<file path="config.mk">
export PLATFORM = sky130hd
export DESIGN_NAME = pump_zone_scheduler_flat
export DESIGN_NICKNAME = d
export VERILOG_FILES = /design/src/rtl/pump_zone_if.sv /design/src/rtl/pump_zone_scheduler.sv /design/src/flat_wrapper.sv
export SDC_FILE = /design/constraint.sdc
export NUM_CORES = 1
export LEC_CHECK = 0
export ABC_AREA = 1
export CAP_MARGIN = 20
export CORE_ASPECT_RATIO = 1.75
export CORE_UTILIZATION = 40
export DETAILED_ROUTE_END_ITERATION = 6
export PLACE_DENSITY = 0.55
export SLEW_MARGIN = 25
export SYNTH_ARGS = -nofsm -noshare
export SYNTH_HDL_FRONTEND = slang
export SYNTH_SLANG_ARGS = --single-unit
</file>
<file path="constraint.sdc">
create_clock -name CLOCK_50 -period 2.55 [get_ports CLOCK_50]
set_clock_uncertainty 0.15 [all_clocks]
set_input_delay 0.765 -clock CLOCK_50 [delete_from_list [all_inputs] [get_ports CLOCK_50]]
set_output_delay 0.765 -clock CLOCK_50 [all_outputs]
set_load 0.02 [all_outputs]
</file>
<file path="src/rtl/pump_zone_if.sv">
// Pump scheduler bus: config write port from the switch/config front end and
// the motor/valve/status outputs toward the GPIO drivers.
//   cfg_we/cfg_zone/cfg_interval/cfg_on_time : one-cycle zone config write
//   manual_req                               : per-zone manual request level
//                                              (only with PUMP_SCHED_MANUAL_EN)
//   pump_n, valve_en, busy, active_zone      : drive and state outputs
//   pending, overrun                         : request queue status
// master = front end / bench side, slave = scheduler side.
interface pump_zone_if #(
    parameter int unsigned NZONES = 4
);
    logic              cfg_we;
    logic [2:0]        cfg_zone;
    logic [15:0]       cfg_interval;
    logic [7:0]        cfg_on_time;
`ifdef PUMP_SCHED_MANUAL_EN
    logic [NZONES-1:0] manual_req;
`endif
    logic              pump_n;
    logic [NZONES-1:0] valve_en;
    logic              busy;
    logic [2:0]        active_zone;
    logic [NZONES-1:0] pending;
    logic [NZONES-1:0] overrun;

    modport master (
`ifdef PUMP_SCHED_MANUAL_EN
        output manual_req,
`endif
        output cfg_we, cfg_zone, cfg_interval, cfg_on_time,
        input  pump_n, valve_en, busy, active_zone, pending, overrun
    );

    modport slave (
`ifdef PUMP_SCHED_MANUAL_EN
        input  manual_req,
`endif
        input  cfg_we, cfg_zone, cfg_interval, cfg_on_time,
        output pump_n, valve_en, busy, active_zone, pending, overrun
    );
endinterface

</file>
<file path="src/rtl/pump_zone_scheduler.sv">
// Shares one watering pump between NZONES valve zones. Each zone has a
// programmable interval and on-time (seconds); expired zones are queued and
// granted round-robin, with a pump-off settle gap after every run.
// Ports:
//   CLOCK_50 : system clock
//   reset    : synchronous, active-low
//   bus      : pump_zone_if slave (config in, pump/valve/status out)
// Optional feature macro: PUMP_SCHED_MANUAL_EN adds manual_req with
// priority over timer-only requests.
// All outputs are registered.
module pump_zone_scheduler #(
    parameter int unsigned NZONES       = 4,
    parameter int unsigned TICK_DIV     = 50000000,
    parameter int unsigned SETTLE_TICKS = 1
) (
    input  logic       CLOCK_50,
    input  logic       reset,
    pump_zone_if.slave bus
);
    localparam int unsigned PW = (TICK_DIV > 1) ? $clog2(TICK_DIV) : 1;
    localparam int unsigned ZW = 3;

    typedef enum logic [1:0] {IDLE, RUN, SETTLE} state_t;

    state_t            state_q, state_nxt;
    logic [PW-1:0]     presc_q, presc_nxt;
    logic              tick;
    logic [15:0]       interval_q [NZONES];
    logic [15:0]       interval_nxt [NZONES];
    logic [15:0]       cnt_q [NZONES];
    logic [15:0]       cnt_nxt [NZONES];
    logic [7:0]        on_time_q [NZONES];
    logic [7:0]        on_time_nxt [NZONES];
    logic [7:0]        on_cnt_q, on_cnt_nxt;
    logic [7:0]        settle_q, settle_nxt;
    logic [7:0]        on_sel;
    logic [NZONES-1:0] pending_q, pending_nxt;
    logic [NZONES-1:0] overrun_q, overrun_nxt;
    logic [NZONES-1:0] valve_q, valve_nxt;
    logic [NZONES-1:0] req;
    logic [NZONES-1:0] arb_mask;
    logic [ZW-1:0]     rr_q, rr_nxt;
    logic [ZW-1:0]     active_q, active_nxt;
    logic              pump_n_q, pump_n_nxt;
    logic              busy_q, busy_nxt;
    logic              grant;
    logic [ZW-1:0]     gnt_idx;
    logic              hi_found, lo_found;
    logic [ZW-1:0]     hi_idx, lo_idx;
`ifdef PUMP_SCHED_MANUAL_EN
    logic [NZONES-1:0] man_prev_q;
    logic [NZONES-1:0] man_q, man_nxt;
    logic [NZONES-1:0] man_rise;
`endif

    // Arbitration mask: manual requests (if enabled) win over timer-only ones.
    always_comb begin
`ifdef PUMP_SCHED_MANUAL_EN
        man_rise = bus.manual_req & ~man_prev_q;
        if ((pending_q & man_q) != '0) arb_mask = pending_q & man_q;
        else                           arb_mask = pending_q;
`else
        arb_mask = pending_q;
`endif
    end

    // Round-robin pick: lowest set bit at or above rr_ptr, else lowest below it.
    always_comb begin
        hi_found = 1'b0;
        lo_found = 1'b0;
        hi_idx   = '0;
        lo_idx   = '0;
        for (int z = int'(NZONES) - 1; z >= 0; z--) begin
            if (arb_mask[z] && (z >= int'(rr_q))) begin
                hi_found = 1'b1;
                hi_idx   = ZW'(z);
            end
            if (arb_mask[z] && (z < int'(rr_q))) begin
                lo_found = 1'b1;
                lo_idx   = ZW'(z);
            end
        end
        grant   = (state_q == IDLE) && (hi_found || lo_found);
        gnt_idx = hi_found ? hi_idx : lo_idx;
    end

    // Next-state, timers, request queue and registered output values.
    always_comb begin
        state_nxt  = state_q;
        on_cnt_nxt = on_cnt_q;
        settle_nxt = settle_q;
        rr_nxt     = rr_q;
        active_nxt = active_q;
        on_sel     = '0;
        req        = '0;
`ifdef PUMP_SCHED_MANUAL_EN
        man_nxt    = man_q;
`endif

        tick      = (presc_q == PW'(TICK_DIV - 1));
        presc_nxt = tick ? '0 : presc_q + PW'(1);

        for (int z = 0; z < int'(NZONES); z++) begin
            interval_nxt[z] = interval_q[z];
            on_time_nxt[z]  = on_time_q[z];
            cnt_nxt[z]      = cnt_q[z];
            pending_nxt[z]  = pending_q[z];
            overrun_nxt[z]  = overrun_q[z];

            // Zone timer; disabled zones hold at 0, no wrap below 1.
            if (tick && (interval_q[z] != 16'd0)) begin
                if (cnt_q[z] == 16'd1) begin
                    cnt_nxt[z] = interval_q[z];
                    req[z]     = 1'b1;
                end else if (cnt_q[z] > 16'd1) begin
                    cnt_nxt[z] = cnt_q[z] - 16'd1;
                end
            end
`ifdef PUMP_SCHED_MANUAL_EN
            if (man_rise[z]) begin
                req[z]     = 1'b1;
                man_nxt[z] = 1'b1;
            end
`endif

            if (grant && (gnt_idx == ZW'(z))) begin
                pending_nxt[z] = 1'b0;
                on_sel         = on_time_q[z];
`ifdef PUMP_SCHED_MANUAL_EN
                if (!man_rise[z]) man_nxt[z] = 1'b0;
`endif
            end

            // A request for the zone being granted re-queues without overrun.
            if (req[z]) begin
                if (pending_q[z] && !(grant && (gnt_idx == ZW'(z))))
                    overrun_nxt[z] = 1'b1;
                else
                    pending_nxt[z] = 1'b1;
            end

            // Config write takes precedence over this cycle's timer activity.
            if (bus.cfg_we && (bus.cfg_zone == ZW'(z))) begin
                interval_nxt[z] = bus.cfg_interval;
                on_time_nxt[z]  = bus.cfg_on_time;
                cnt_nxt[z]      = bus.cfg_interval;
                overrun_nxt[z]  = 1'b0;
                if (bus.cfg_interval == 16'd0) begin
                    pending_nxt[z] = 1'b0;
`ifdef PUMP_SCHED_MANUAL_EN
                    man_nxt[z]     = 1'b0;
`endif
                end
            end
        end

        case (state_q)
            IDLE: begin
                if (grant) begin
                    state_nxt  = RUN;
                    active_nxt = gnt_idx;
                    rr_nxt     = (gnt_idx == ZW'(NZONES - 1)) ? '0 : gnt_idx + ZW'(1);
                    on_cnt_nxt = (on_sel == 8'd0) ? 8'd1 : on_sel;
                end
            end
            RUN: begin
                if (tick) begin
                    if (on_cnt_q <= 8'd1) begin
                        state_nxt  = SETTLE;
                        settle_nxt = 8'(SETTLE_TICKS);
                    end else begin
                        on_cnt_nxt = on_cnt_q - 8'd1;
                    end
                end
            end
            SETTLE: begin
                if (tick) begin
                    if (settle_q <= 8'd1) state_nxt  = IDLE;
                    else                  settle_nxt = settle_q - 8'd1;
                end
            end
            default: state_nxt = IDLE;
        endcase

        // Outputs derive from the next state so pump and valve switch together.
        pump_n_nxt = (state_nxt != RUN);
        busy_nxt   = (state_nxt != IDLE);
        for (int z = 0; z < int'(NZONES); z++)
            valve_nxt[z] = (state_nxt == RUN) && (active_nxt == ZW'(z));
    end

    // State and register update.
    always_ff @(posedge CLOCK_50) begin
        if (!reset) begin
            state_q   <= IDLE;
            presc_q   <= '0;
            on_cnt_q  <= '0;
            settle_q  <= '0;
            pending_q <= '0;
            overrun_q <= '0;
            valve_q   <= '0;
            rr_q      <= '0;
            active_q  <= '0;
            pump_n_q  <= 1'b1;
            busy_q    <= 1'b0;
            for (int z = 0; z < int'(NZONES); z++) begin
                interval_q[z] <= '0;
                on_time_q[z]  <= '0;
                cnt_q[z]      <= '0;
            end
`ifdef PUMP_SCHED_MANUAL_EN
            man_prev_q <= '0;
            man_q      <= '0;
`endif
        end else begin
            state_q   <= state_nxt;
            presc_q   <= presc_nxt;
            on_cnt_q  <= on_cnt_nxt;
            settle_q  <= settle_nxt;
            pending_q <= pending_nxt;
            overrun_q <= overrun_nxt;
            valve_q   <= valve_nxt;
            rr_q      <= rr_nxt;
            active_q  <= active_nxt;
            pump_n_q  <= pump_n_nxt;
            busy_q    <= busy_nxt;
            for (int z = 0; z < int'(NZONES); z++) begin
                interval_q[z] <= interval_nxt[z];
                on_time_q[z]  <= on_time_nxt[z];
                cnt_q[z]      <= cnt_nxt[z];
            end
`ifdef PUMP_SCHED_MANUAL_EN
            man_prev_q <= bus.manual_req;
            man_q      <= man_nxt;
`endif
        end
    end

    assign bus.pump_n      = pump_n_q;
    assign bus.valve_en    = valve_q;
    assign bus.busy        = busy_q;
    assign bus.active_zone = active_q;
    assign bus.pending     = pending_q;
    assign bus.overrun     = overrun_q;
endmodule

</file>
<file path="src/flat_wrapper.sv">
// flat-port wrapper written by rule: the top's interface ports become plain ports
module pump_zone_scheduler_flat 
#(
    parameter int unsigned NZONES       = 4,
    parameter int unsigned TICK_DIV     = 50000000,
    parameter int unsigned SETTLE_TICKS = 1
)
  (CLOCK_50, reset, bus_cfg_we, bus_cfg_zone, bus_cfg_interval, bus_cfg_on_time, bus_pump_n, bus_valve_en, bus_busy, bus_active_zone, bus_pending, bus_overrun);
  pump_zone_if #(.NZONES(NZONES)) bus_i ();
  input  logic CLOCK_50;
  input  logic reset;
  input wire logic [$bits(bus_i.cfg_we)-1:0] bus_cfg_we;
  input wire logic [$bits(bus_i.cfg_zone)-1:0] bus_cfg_zone;
  input wire logic [$bits(bus_i.cfg_interval)-1:0] bus_cfg_interval;
  input wire logic [$bits(bus_i.cfg_on_time)-1:0] bus_cfg_on_time;
  output wire logic [$bits(bus_i.pump_n)-1:0] bus_pump_n;
  output wire logic [$bits(bus_i.valve_en)-1:0] bus_valve_en;
  output wire logic [$bits(bus_i.busy)-1:0] bus_busy;
  output wire logic [$bits(bus_i.active_zone)-1:0] bus_active_zone;
  output wire logic [$bits(bus_i.pending)-1:0] bus_pending;
  output wire logic [$bits(bus_i.overrun)-1:0] bus_overrun;
  assign bus_i.cfg_we = bus_cfg_we;
  assign bus_i.cfg_zone = bus_cfg_zone;
  assign bus_i.cfg_interval = bus_cfg_interval;
  assign bus_i.cfg_on_time = bus_cfg_on_time;
  assign bus_pump_n = bus_i.pump_n;
  assign bus_valve_en = bus_i.valve_en;
  assign bus_busy = bus_i.busy;
  assign bus_active_zone = bus_i.active_zone;
  assign bus_pending = bus_i.pending;
  assign bus_overrun = bus_i.overrun;
  pump_zone_scheduler #(.NZONES(NZONES), .TICK_DIV(TICK_DIV), .SETTLE_TICKS(SETTLE_TICKS)) u_core (.CLOCK_50(CLOCK_50), .reset(reset), .bus(bus_i));
endmodule
</file>
# [Yosys cells after proc, flatten, opt, wreduce, memory -nomap -nowiden]
# Memories as Yosys holds them, arrays and structs flattened.
# Index checks and enable logic that the tools add are counted.
[totals] in_bits=30 ram_bits=160 regBits=64 word_cells=241 out_inout_bits=17 memories=3
[mem_list] name="u_core.cnt_q" depth=4 word_bits=16 rd=4 rd_clocked_by_memory_dff=0 write_ports=4 line="pump_zone_scheduler.sv:30" text="logic [15:0] cnt_q [NZONES];"
[mem_list] name="u_core.interval_q" depth=4 word_bits=16 rd=4 rd_clocked_by_memory_dff=0 write_ports=4 line="pump_zone_scheduler.sv:28" text="logic [15:0] interval_q [NZONES];"
[mem_list] name="u_core.on_time_q" depth=4 word_bits=8 rd=4 rd_clocked_by_memory_dff=0 write_ports=4 line="pump_zone_scheduler.sv:32" text="logic [7:0] on_time_q [NZONES];"
[classes] eq_ne=24 add_sub_neg=8 n_bitwise=13 n_lt_le_gt_ge=14 n_mux=106 n_reduce_logical=59
[ops] op="two-way mux 16 bit" count=28
[ops] op="two-way mux 8 bit" count=20
[ops] op="equality test 16 x 1 -> 1 bit, second input constant" count=4
[ops] op="> comparator 16 x 1 -> 1 bit, second input constant" count=4
[ops] op="nonzero test 16 bit" count=4
[ops] op="subtractor 16 x 1 -> 16 bit, second input constant" count=4
[ops] op="two-way mux 1 bit" count=38
[ops] op="one-hot mux 8 bit (2 select lines)" count=2
[ops] op="logical AND 1 bit" count=29
[ops] op="two-way mux 2 bit" count=14
[ops] op="adder 26 x 1 -> 26 bit, second input constant" count=1
[ops] op="equality test 26 bit, second input constant" count=1
[ops] op="equality test 3 x 2 -> 1 bit, second input constant" count=6
[ops] op="<= comparator 8 x 1 -> 1 bit, second input constant" count=2
[ops] op="logical NOT 16 bit" count=1
[ops] op="subtractor 8 x 1 -> 8 bit, second input constant" count=2
[ops] op="OR 1 bit" count=12
[ops] op="inequality test 2 x 1 -> 1 bit, second input constant" count=5
[ops] op="AND reduction 2 bit" count=5
[ops] op="OR reduction 2 bit" count=5
[ops] op="equality test 3 x 1 -> 1 bit, second input constant" count=3
[ops] op="logical NOT 3 bit" count=3
[ops] op="two-way mux 3 bit" count=3
[ops] op="logical NOT 8 bit" count=1
[ops] op="other kinds (16)" count=27

# [Logic depth before layout (Yosys ltp)]
# Gate-level depths: netlist (run 1).
[logic_depth] word_depth=17 ltp_mapped=20 ltp_nobuf=20

# [Least setup slack after synthesis (run 1)]
# No wires, ideal clock.
[synth_path] path_type="input -> register" from="in bus_cfg_we" to="reg u_core.pending_q[1] (netlist: u_core.bus.pending[1])" setup_slack_ps=147 cell_stages=8 path_buffers=1 setup_ps=128 t_arrival_ps=2125 cell_sequence="inv_1 > nor2_1 > nand2_1 > nor2_1 > clkinv_1 > clkbuf_1 > o22ai_1 > nor2_1"
[synth_between] elab_chain_cells=2
[synth_rtl] item="start: declaration" line="flat_wrapper.sv:12" text="input wire logic [$bits(bus_i.cfg_we)-1:0] bus_cfg_we;"
[synth_rtl] item="logical AND 1 bit" line="pump_zone_scheduler.sv:143" text="if (bus.cfg_we && (bus.cfg_zone == ZW'(z))) begin"
[synth_rtl] item="two-way mux 1 bit" line="pump_zone_scheduler.sv:143"
[synth_rtl] item="end signal: assignment" line="pump_zone_scheduler.sv:220" text="pending_q <= pending_nxt;"
[synth_rtl] item="end: declaration" line="pump_zone_scheduler.sv:37" text="logic [NZONES-1:0] pending_q, pending_nxt;"
# No other way between the ends.
# A chain may end at the register's enable or synchronous reset.

# [Worst setup path in the final report (run 1)]
[layout_path] from="reg u_core.pending_q[0] (netlist: u_core.bus.pending[0])" to="out bus_pending[0]"
[layout_lines] item="end: declaration" line="flat_wrapper.sv:20" text="output wire logic [$bits(bus_i.pending)-1:0] bus_pending;"
# No word-level cell between the ends.

==> results of run 1 <==
-- flip-flops by register name, indices dropped and copies added, names as in the netlist, 4 cells and up --
register,count
u_core.interval_q,64
u_core.bus.overrun,4
u_core.settle_q,8
u_core.bus.valve_en,4
u_core.presc_q,26
u_core.on_time_q,32
u_core.cnt_q,64
u_core.bus.pending,4
u_core.on_cnt_q,8
-- final timing paths --
check	slack [ps]	endpoint	startpoint	cells past startpoint
worst max-delay path	30	bus_pending[0]	u_core.bus.pending[0]	1
worst min register to register	300	u_core.on_time_q[3][1]	u_core.on_time_q[3][1]	2
worst max register to register	130	u_core.on_cnt_q[0]	u_core.rr_q[1]	19
worst min-delay path	300	u_core.on_time_q[3][1]	u_core.on_time_q[3][1]	2
-- metal layers --
layer	share of wire [%]	track usage, %
met5	0	0
met3	3.3	2.50
met4	6.7	16.4
met1	37	25.9
met2	53	47.6
-- report_power, final --
group	switching [mW]	internal [mW]
Clock	1.43	1.77
Sequential	0.0487	3.55
Combinational	0.551	0.347
-- Yosys cell counts, drive strengths merged, types with 2 or more instances --
master / count
a211oi: 2
a21oi: 117
a31oi: 45
a41oi: 4
and3: 2
buf: 16
clkbuf: 46
clkinv: 3
dfxtp: 223
ha: 15
inv: 196
nand2: 346
nand3: 73
nand3b: 4
nand4: 28
nor2: 227
nor3: 24
nor3b: 3
nor4: 21
o2111ai: 10
o211ai: 27
o21a: 14
o21ai: 105
o221ai: 5
o22ai: 22
o31ai: 6
or2: 11
xnor2: 11
xor2: 31
-- what timing repair did --
item | in CTS | in global routing
gates resized for setup | 2 | 51
buffers inserted | 0 | 21
pin swaps | 0 | 17
endpoints found under the setup margin | 1 | 70
-- per-stage QoR --
stage / hold slack (ps) / util (%) / setup TNS (ps) / area (um2) / setup WS, ps
after floorplan: 275 / - / 0 / 11600 / 147
after global placement: 285 / 46.7 / -13260 / 13300 / -301
after detailed placement: 296 / 46.7 / -15850 / 13300 / -303
after CTS: 306 / 49.2 / 0 / 14000 / 0.167
after global routing: 330 / 50.4 / -136 / 14400 / -61.4
final: 303 / 50.4 / 0 / 14400 / 34.9
-- logic make-up after synthesis --
| family | Yosys count | synth area share [%] |
|---|---|---|
| AOI/OAI and AO/OA | 363 | 18.9 |
| DFF | 223 | 38.6 |
| xor gates and xnor gates | 42 | 3.18 |
| and+or+nand+nor | 742 | 28.7 |
| buffers and inverters | 261 | 8.93 |
| adders and majority gates | 15 | 1.62 |
-- area by class of cell --
| class | count | area, um2 |
|---|---|---|
| Clock inverter | 8 | 40.0 |
| Tap cell | 378 | 473 |
| Fill cell | 2940 | 14100 |
| Sequential cell | 223 | 4470 |
| Multi-Input combinational cell | 1162 | 6240 |
| Timing Repair Buffer | 194 | 1760 |
| Clock buffer | 32 | 649 |
| Inverter | 199 | 753 |
==> qor.csv, run 1 <==
metric,value,unit
Max-slew headroom,64.7,%
CTS Hold Bufs,0,
clk_lat worst skew,520,ps
kind of critical path,reg2out,
Mapped Cells,1646,
post-synth top area cell,dfxtp_1,
PortBufs,46,
Placed Cells,2135,
Final nets,1848,
first-pass GRT wire length,57800,um
"Critical Path, Cell by Cell",clkdlybuf4s50_1,
initial antenna violation count,0,
Worst Path Buf+Inv,1,
fmax,398,MHz
row cnt,82,
"commonest cells after routing, fill and taps aside","nand2_1 (330), dfxtp_1 (218), nor2_1 (204)",
GRT overflow,0,
Async SR Flop Fraction,0,%
top-area cell type share of the netlist area,38.6,%
synth top area cells,"dfxtp_1 (39%), nand2_1 (11%), nor2_1 (7.0%)",
CTS tree,done,
hpwl dp,27700,um
sequential fraction of the synthesis area,38.6,%
Num CTS Buffers,23,
Antenna Cells,0,
Mean Syn Cell Area,7.02,um2
final hold vios,0,
CP startpoint kind,flip-flop,
max incr delay on CP,660,ps
"Data required, critical path",1640,ps
initial core utilization,40.5,%
die area,0.0296,mm2
Routed Antenna Nets,0,
TritonRoute pass-1 iters,5,
Tmin final,2520,ps
clk sink count,223,
DR DRC count,0,
Iter 0 DRT Violations,729,
Leak,5.96,nW
ys flop type,dfxtp_1,
largest net degree at the start of global routing,82,
Ys Warns,0,
Hold WC Path Type,reg2reg,
clk buf depth,3,
core box area,0.0285,mm2
Setup-failing EPs final,0,
Netlist cell types,61,
pwr/cell area,535,mW/mm2
WL final,36800,um
fin. max-slew vios,0,
RSZ-0062 raised after global routing,yes,
via count,11500,
Ports,47,
Tcrit/Tclk final,98.6,%
post-DR wirelength/cell,16.8,um
"EDFF count, synth",0,
Clock Pin Slew Worst Setup and Hold Paths,60,ps
most common library cell in the layout ignoring fill and taps,nand2_1,
drt via density,5.25,
RePlAce Congestion,0.944,
Chip Width,130,um
H-tree depth,1,
vias in the first global route,11400,
Crit path max-delay family,buffers and inverters,
Max Cap Viol,0,
worst-margin pin slew,525,ps
worst vdd ir,0.388,mV
layout cell share with drive strength beyond 1,15.9,%
Critical Path Slowest Stage Cell,clkdlybuf4s50_1,
outcome,"complete, no violations",
crit end category,primary output,
crit path max fanout,5,
syn nets,1691,
GRT Util Overall,25.3,%
Clock Root Buffer,clkbuf_16,
flop and latch count out of synthesis,223,
total power,7.70,mW
fin cells,2196,
Mapped Area,0.0116,mm2
Synth-to-Final Area Change,24.4,%
crit path DAT,1600,ps
Die Y,227,um
Power figures use the tool's default switching activity.
==> run 2, diff against run 1 <==
- clock period: 2.55 -> 2.4 ns (I/O delays scaled with it)
==> qor.csv, run 2 (same netlist as run 1, synthesis figures left out) <==
metric,value,unit
largest net degree at the start of global routing,82,
worst-margin pin slew,597,ps
Antenna Cells,0,
crit path DAT,2740,ps
Iter 0 DRT Violations,646,
most common library cell in the layout ignoring fill and taps,nand2_1,
Tcrit/Tclk final,100,%
Clock Root Buffer,clkbuf_16,
Routed Antenna Nets,0,
layout cell share with drive strength beyond 1,20.3,%
Tmin final,2400,ps
core box area,0.0285,mm2
TritonRoute pass-1 iters,5,
"Data required, critical path",2730,ps
CP startpoint kind,flip-flop,
Die Y,227,um
initial core utilization,40.5,%
pwr/cell area,582,mW/mm2
metal2 WL,21200,um
Max-slew headroom,59.8,%
die area,0.0296,mm2
PortBufs,46,
worst vdd ir,0.481,mV
CTS tree,done,
Final nets,1898,
Top Registers,"u_core.cnt_q: 64 flops, u_core.interval_q: 64 flops, u_core.on_time_q: 32 flops",
Synth-to-Final Area Change,32.0,%
Setup-failing EPs final,1,
DR top layer,met4,
crit path max fanout,8,
Hold WC Path Type,reg2reg,
clk buf depth,3,
post-DR wirelength/cell,17.3,um
GRT overflow,0,
Total Neg Setup Slack,-4.48,ps
Num CTS Buffers,24,
via count,11900,
fmax,416,MHz
"reg-to-reg slack, setup",-4,ps
final hold slack,300,ps
hpwl dp,28400,um
met3 routed WL,1380,um
clk_lat worst skew,550,ps
outcome,finished with violations,
initial antenna violation count,0,
GRT Util Overall,26.2,%
failing checks,negative setup slack,
Leak,6.46,nW
Max Cap Viol,0,
metal1 wirelength,14100,um
kind of critical path,reg2reg,
fin. max-slew vios,0,
H-tree depth,1,
RSZ-0062 raised after global routing,yes,
Final WS setup,-4.48,ps
vias in the first global route,11500,
"commonest cells after routing, fill and taps aside","nand2_1 (318), dfxtp_1 (215), nor2_1 (198)",
clk sink count,223,
DR DRC count,0,
crit end category,flip-flop,
Clock Pin Slew Worst Setup and Hold Paths,60,ps
first-pass GRT wire length,59500,um
RePlAce Congestion,0.989,
CTS Hold Bufs,0,
WL final,38900,um
drt via density,5.31,
Final Core Density,53.5,%
Ports,47,
final hold vios,0,
row cnt,82,
Chip Width,130,um
[run 2: cell count changes in the layout (fill, tap and decap cells not counted), sizes merged, moves of 2 or more]
cell / before / now
buf: 149 / 195
bufinv: 0 / 3
clkbuf: 32 / 38
clkdlybuf4s50: 44 / 37
clkinv: 12 / 7
clkinvlp: 0 / 2
dlygate4sd2: 1 / 7
inv: 195 / 193
[run 2: area by class of cell]
class	count	area [um2]
clock buffers	37	741
clock inverters	5	104
multi-input cells	1163	6550
repair inverters	1	7.51
fillers	2898	13300
flip-flops and latches	223	4480
inverters	199	764
well taps	378	473
repair buffers	241	2140
[run 2: power by group]
group	internal [mW]	total (mW)	leakage, nW	switching, mW
Sequential	3.77	3.82	1.81	0.0545
Clock	2.44	4.02	0.415	1.59
Combinational	0.410	1.04	4.23	0.629
Total	6.61	8.89	6.46	2.27
[run 2: per-stage QoR]
step           cells  setup WS [ps]  power (mW)  instance area [um2]
3_5_place_dp    2179           -342        4.88                13600
4_1_cts         2230           1.88        8.90                14700
2_1_floorplan   1646           42.5        4.46                11600
6_report        2247          -4.48        8.89                15300
5_1_grt         2247           -111        9.20                15300
3_3_place_gp    2179           -315        4.87                13600
[run 2: layer usage]
metal | global-route usage (%) | vias up
met4 | 15.2 | 0
met2 | 50.8 | 269
met3 | 2.86 | 101
li1 | - | 5887
met5 | 0 | -
met1 | 26.1 | 5667
[run 2: critical path: stages, from the launching register on]
cell and delay (ps):
dfxtp_4 380, buf_6 130, nor2_4 110, o21a_1 170
nand2_4 80, buf_6 130, buf_12 120, nor2_8 120
nand2_8 90, buf_4 130, buf_4 120, inv_1 60
nand2_1 50, a31oi_1 180, a21oi_1 90, nand2_1 70
nand2_1 50, a21oi_2 100
[run 2: what timing repair did]
action                     in CTS  in global routing
setup buffers                   7                 15
cloned                          2                  2
setup endpoints to repair      65                 90
pin swaps                       7                 40
gates resized for setup        35                113
[run 2: worst paths after layout]
path	startpoint	endpoint	depth (start not counted)
max	u_core.rr_q[1]	u_core.on_cnt_q[0]	17
min	u_core.on_time_q[3][0]	u_core.on_time_q[3][0]	2
max reg2reg	u_core.rr_q[1]	u_core.on_cnt_q[0]	17
min reg2reg	u_core.on_time_q[3][0]	u_core.on_time_q[3][0]	2
==> run 3, diff against run 2 <==
- REMOVE_ABC_BUFFERS: default -> 1
==> qor.csv, run 3 (same netlist as run 1, synthesis figures left out) <==
metric,value,unit
outcome,finished with violations,
failing checks,negative setup slack,
fmax,400,MHz
Clock Pin Slew Worst Setup and Hold Paths,60,ps
max incr delay on CP,450,ps
GRT Util Overall,25.4,%
Max Cap Viol,0,
Num CTS Buffers,24,
"reg-to-reg slack, setup",-100,ps
clk buf depth,3,
Die Y,227,um
initial antenna violation count,0,
Crit path depth,17,
worst-margin pin slew,603,ps
crit path DAT,2830,ps
Final nets,1877,
fin. max-slew vios,0,
final hold slack,303,ps
TritonRoute pass-1 iters,5,
DR DRC count,0,
layout cell share with drive strength beyond 1,20.0,%
FF-to-FF Start,u_core.rr_q[1],
WL final,37700,um
"commonest cells after routing, fill and taps aside","nand2_1 (319), dfxtp_1 (215), nor2_1 (194)",
CP Launch Point,u_core.rr_q[1],
Synth-to-Final Area Change,30.6,%
largest net degree at the start of global routing,112,
"Critical Path, Cell by Cell","nand3_4, nor2_4, nor2_4, nor2_4, inv_2, ha_4, nand3_4, nor2_1, nand2_1, nand3_2, a21oi_4, nand2_1, nor2_1, nand2_1, nand2_2, nand2_2, a21oi_2",
R2R depth,17,
crit path to,u_core.on_cnt_q[0],
Top Registers,"u_core.cnt_q: 64 flops, u_core.interval_q: 64 flops, u_core.on_time_q: 32 flops",
dpl cell area,0.0136,mm2
clk_lat worst skew,540,ps
initial core utilization,40.5,%
design area,0.0151,mm2
Final WS setup,-102,ps
pwr/cell area,572,mW/mm2
"Data required, critical path",2730,ps
hpwl dp,27500,um
Tmin final,2500,ps
Critical Path Slowest Stage Cell,dfxtp_4,
Iter 0 DRT Violations,483,
Multi-input gate area,0.00654,mm2
Max-slew headroom,59.8,%
GRT overflow,0,
row cnt,82,
final hold vios,0,
Clock Root Buffer,clkbuf_16,
post-DR wirelength/cell,16.9,um
total power,8.64,mW
Ports,47,
RSZ-0062 raised after global routing,yes,
fin cells,2228,
PortBufs,46,
Antenna Cells,0,
Placed Cells,2168,
Setup-failing EPs final,1,
vias in the first global route,11300,
most common library cell in the layout ignoring fill and taps,nand2_1,
crit end category,flip-flop,
core box area,0.0285,mm2
Chip Width,130,um
first-pass GRT wire length,58500,um
Routed Antenna Nets,0,
worst vdd ir,0.503,mV
Leak,6.35,nW
Hold WC Path Type,reg2reg,
kind of critical path,reg2reg,
CTS Hold Bufs,0,
H-tree depth,1,
Worst Path Buf+Inv,1,
via count,11800,
Reg-to-Reg End,u_core.on_cnt_q[0],
register area,0.00448,mm2
# fillers,2904,
die area,0.0296,mm2
Tcrit/Tclk final,104,%
Crit path max-delay family,simple AND/OR/NAND/NOR gates,
crit path max fanout,7,
RePlAce Congestion,0.883,
clk sink count,223,
CP startpoint kind,flip-flop,
CTS tree,done,
drt via density,5.29,
==> run 3: changes by cell type in the layout (fill, tap and decap cells not counted), sizes merged, moves of 2 or more <==
cell / delta
clkdlybuf4s50: -2
bufinv: -2
clkinv: +3
inv: +2
buf: -21
==> run 3: what timing repair did <==
item | CTS | global route
buffers inserted | 0 | 13
setup endpoints to repair | 24 | 89
gates cloned | 0 | 3
hold endpoints to repair | 0 | 0
resized for setup | 20 | 135
pin swaps | 1 | 46
==> run 3: worst min-delay path by stage <==
stage	depth (start not counted)	start	to	slack (ps)
6_report	2	u_core.on_time_q[3][4]	u_core.on_time_q[3][4]	300
5_1_grt	2	u_core.bus.overrun[1]	u_core.bus.overrun[1]	330
4_1_cts	2	u_core.on_time_q[3][4]	u_core.on_time_q[3][4]	310
3_5_place_dp	2	u_core.bus.overrun[1]	u_core.bus.overrun[1]	300
3_3_place_gp	2	u_core.on_time_q[3][4]	u_core.on_time_q[3][4]	290
2_1_floorplan	2	u_core.on_time_q[3][0]	u_core.on_time_q[3][0]	270
==> run 3: layout make-up <==
cell class                 count  area share, %
timing repair inverter         1         0.0497
clock inverter                 8          0.472
timing repair buffer         220           13.4
sequential                   223           29.7
inverter                     199           5.10
tap                          378           3.13
multi-input combinational   1163           43.3
clock buffer                  36           4.88
==> run 3: metrics by stage <==
stage	setup TNS, ps	setup slack, ps	util (%)
floorplan	-106030	-1140	-
global placement	-29940	-372	47.6
detailed placement	-32140	-384	47.6
CTS	-120	-110	50.6
global route	-542	-164	52.9
finish	-102	-102	52.9
==> run 3: routing by layer <==
layer  track usage [%]  routed length (um)  vias to the layer above
met2              48.8               20600                      255
met5                 0                   0                        -
li1                  -                   -                     5852
met1              26.8               14200                     5590
met4              12.2                1690                        0
met3              2.34                1220                       90
==> run 3: report_power, final <==
group | internal, mW | switching, mW
clock network | 2.23 | 1.59
logic | 0.388 | 0.597
registers | 3.77 | 0.0533
total | 6.39 | 2.24
==> run 3: worst min-delay path, stage by stage, from the launching register on <==
cell and delay [ps]:
dfxtp_1 300, inv_1 60, a21oi_1 50
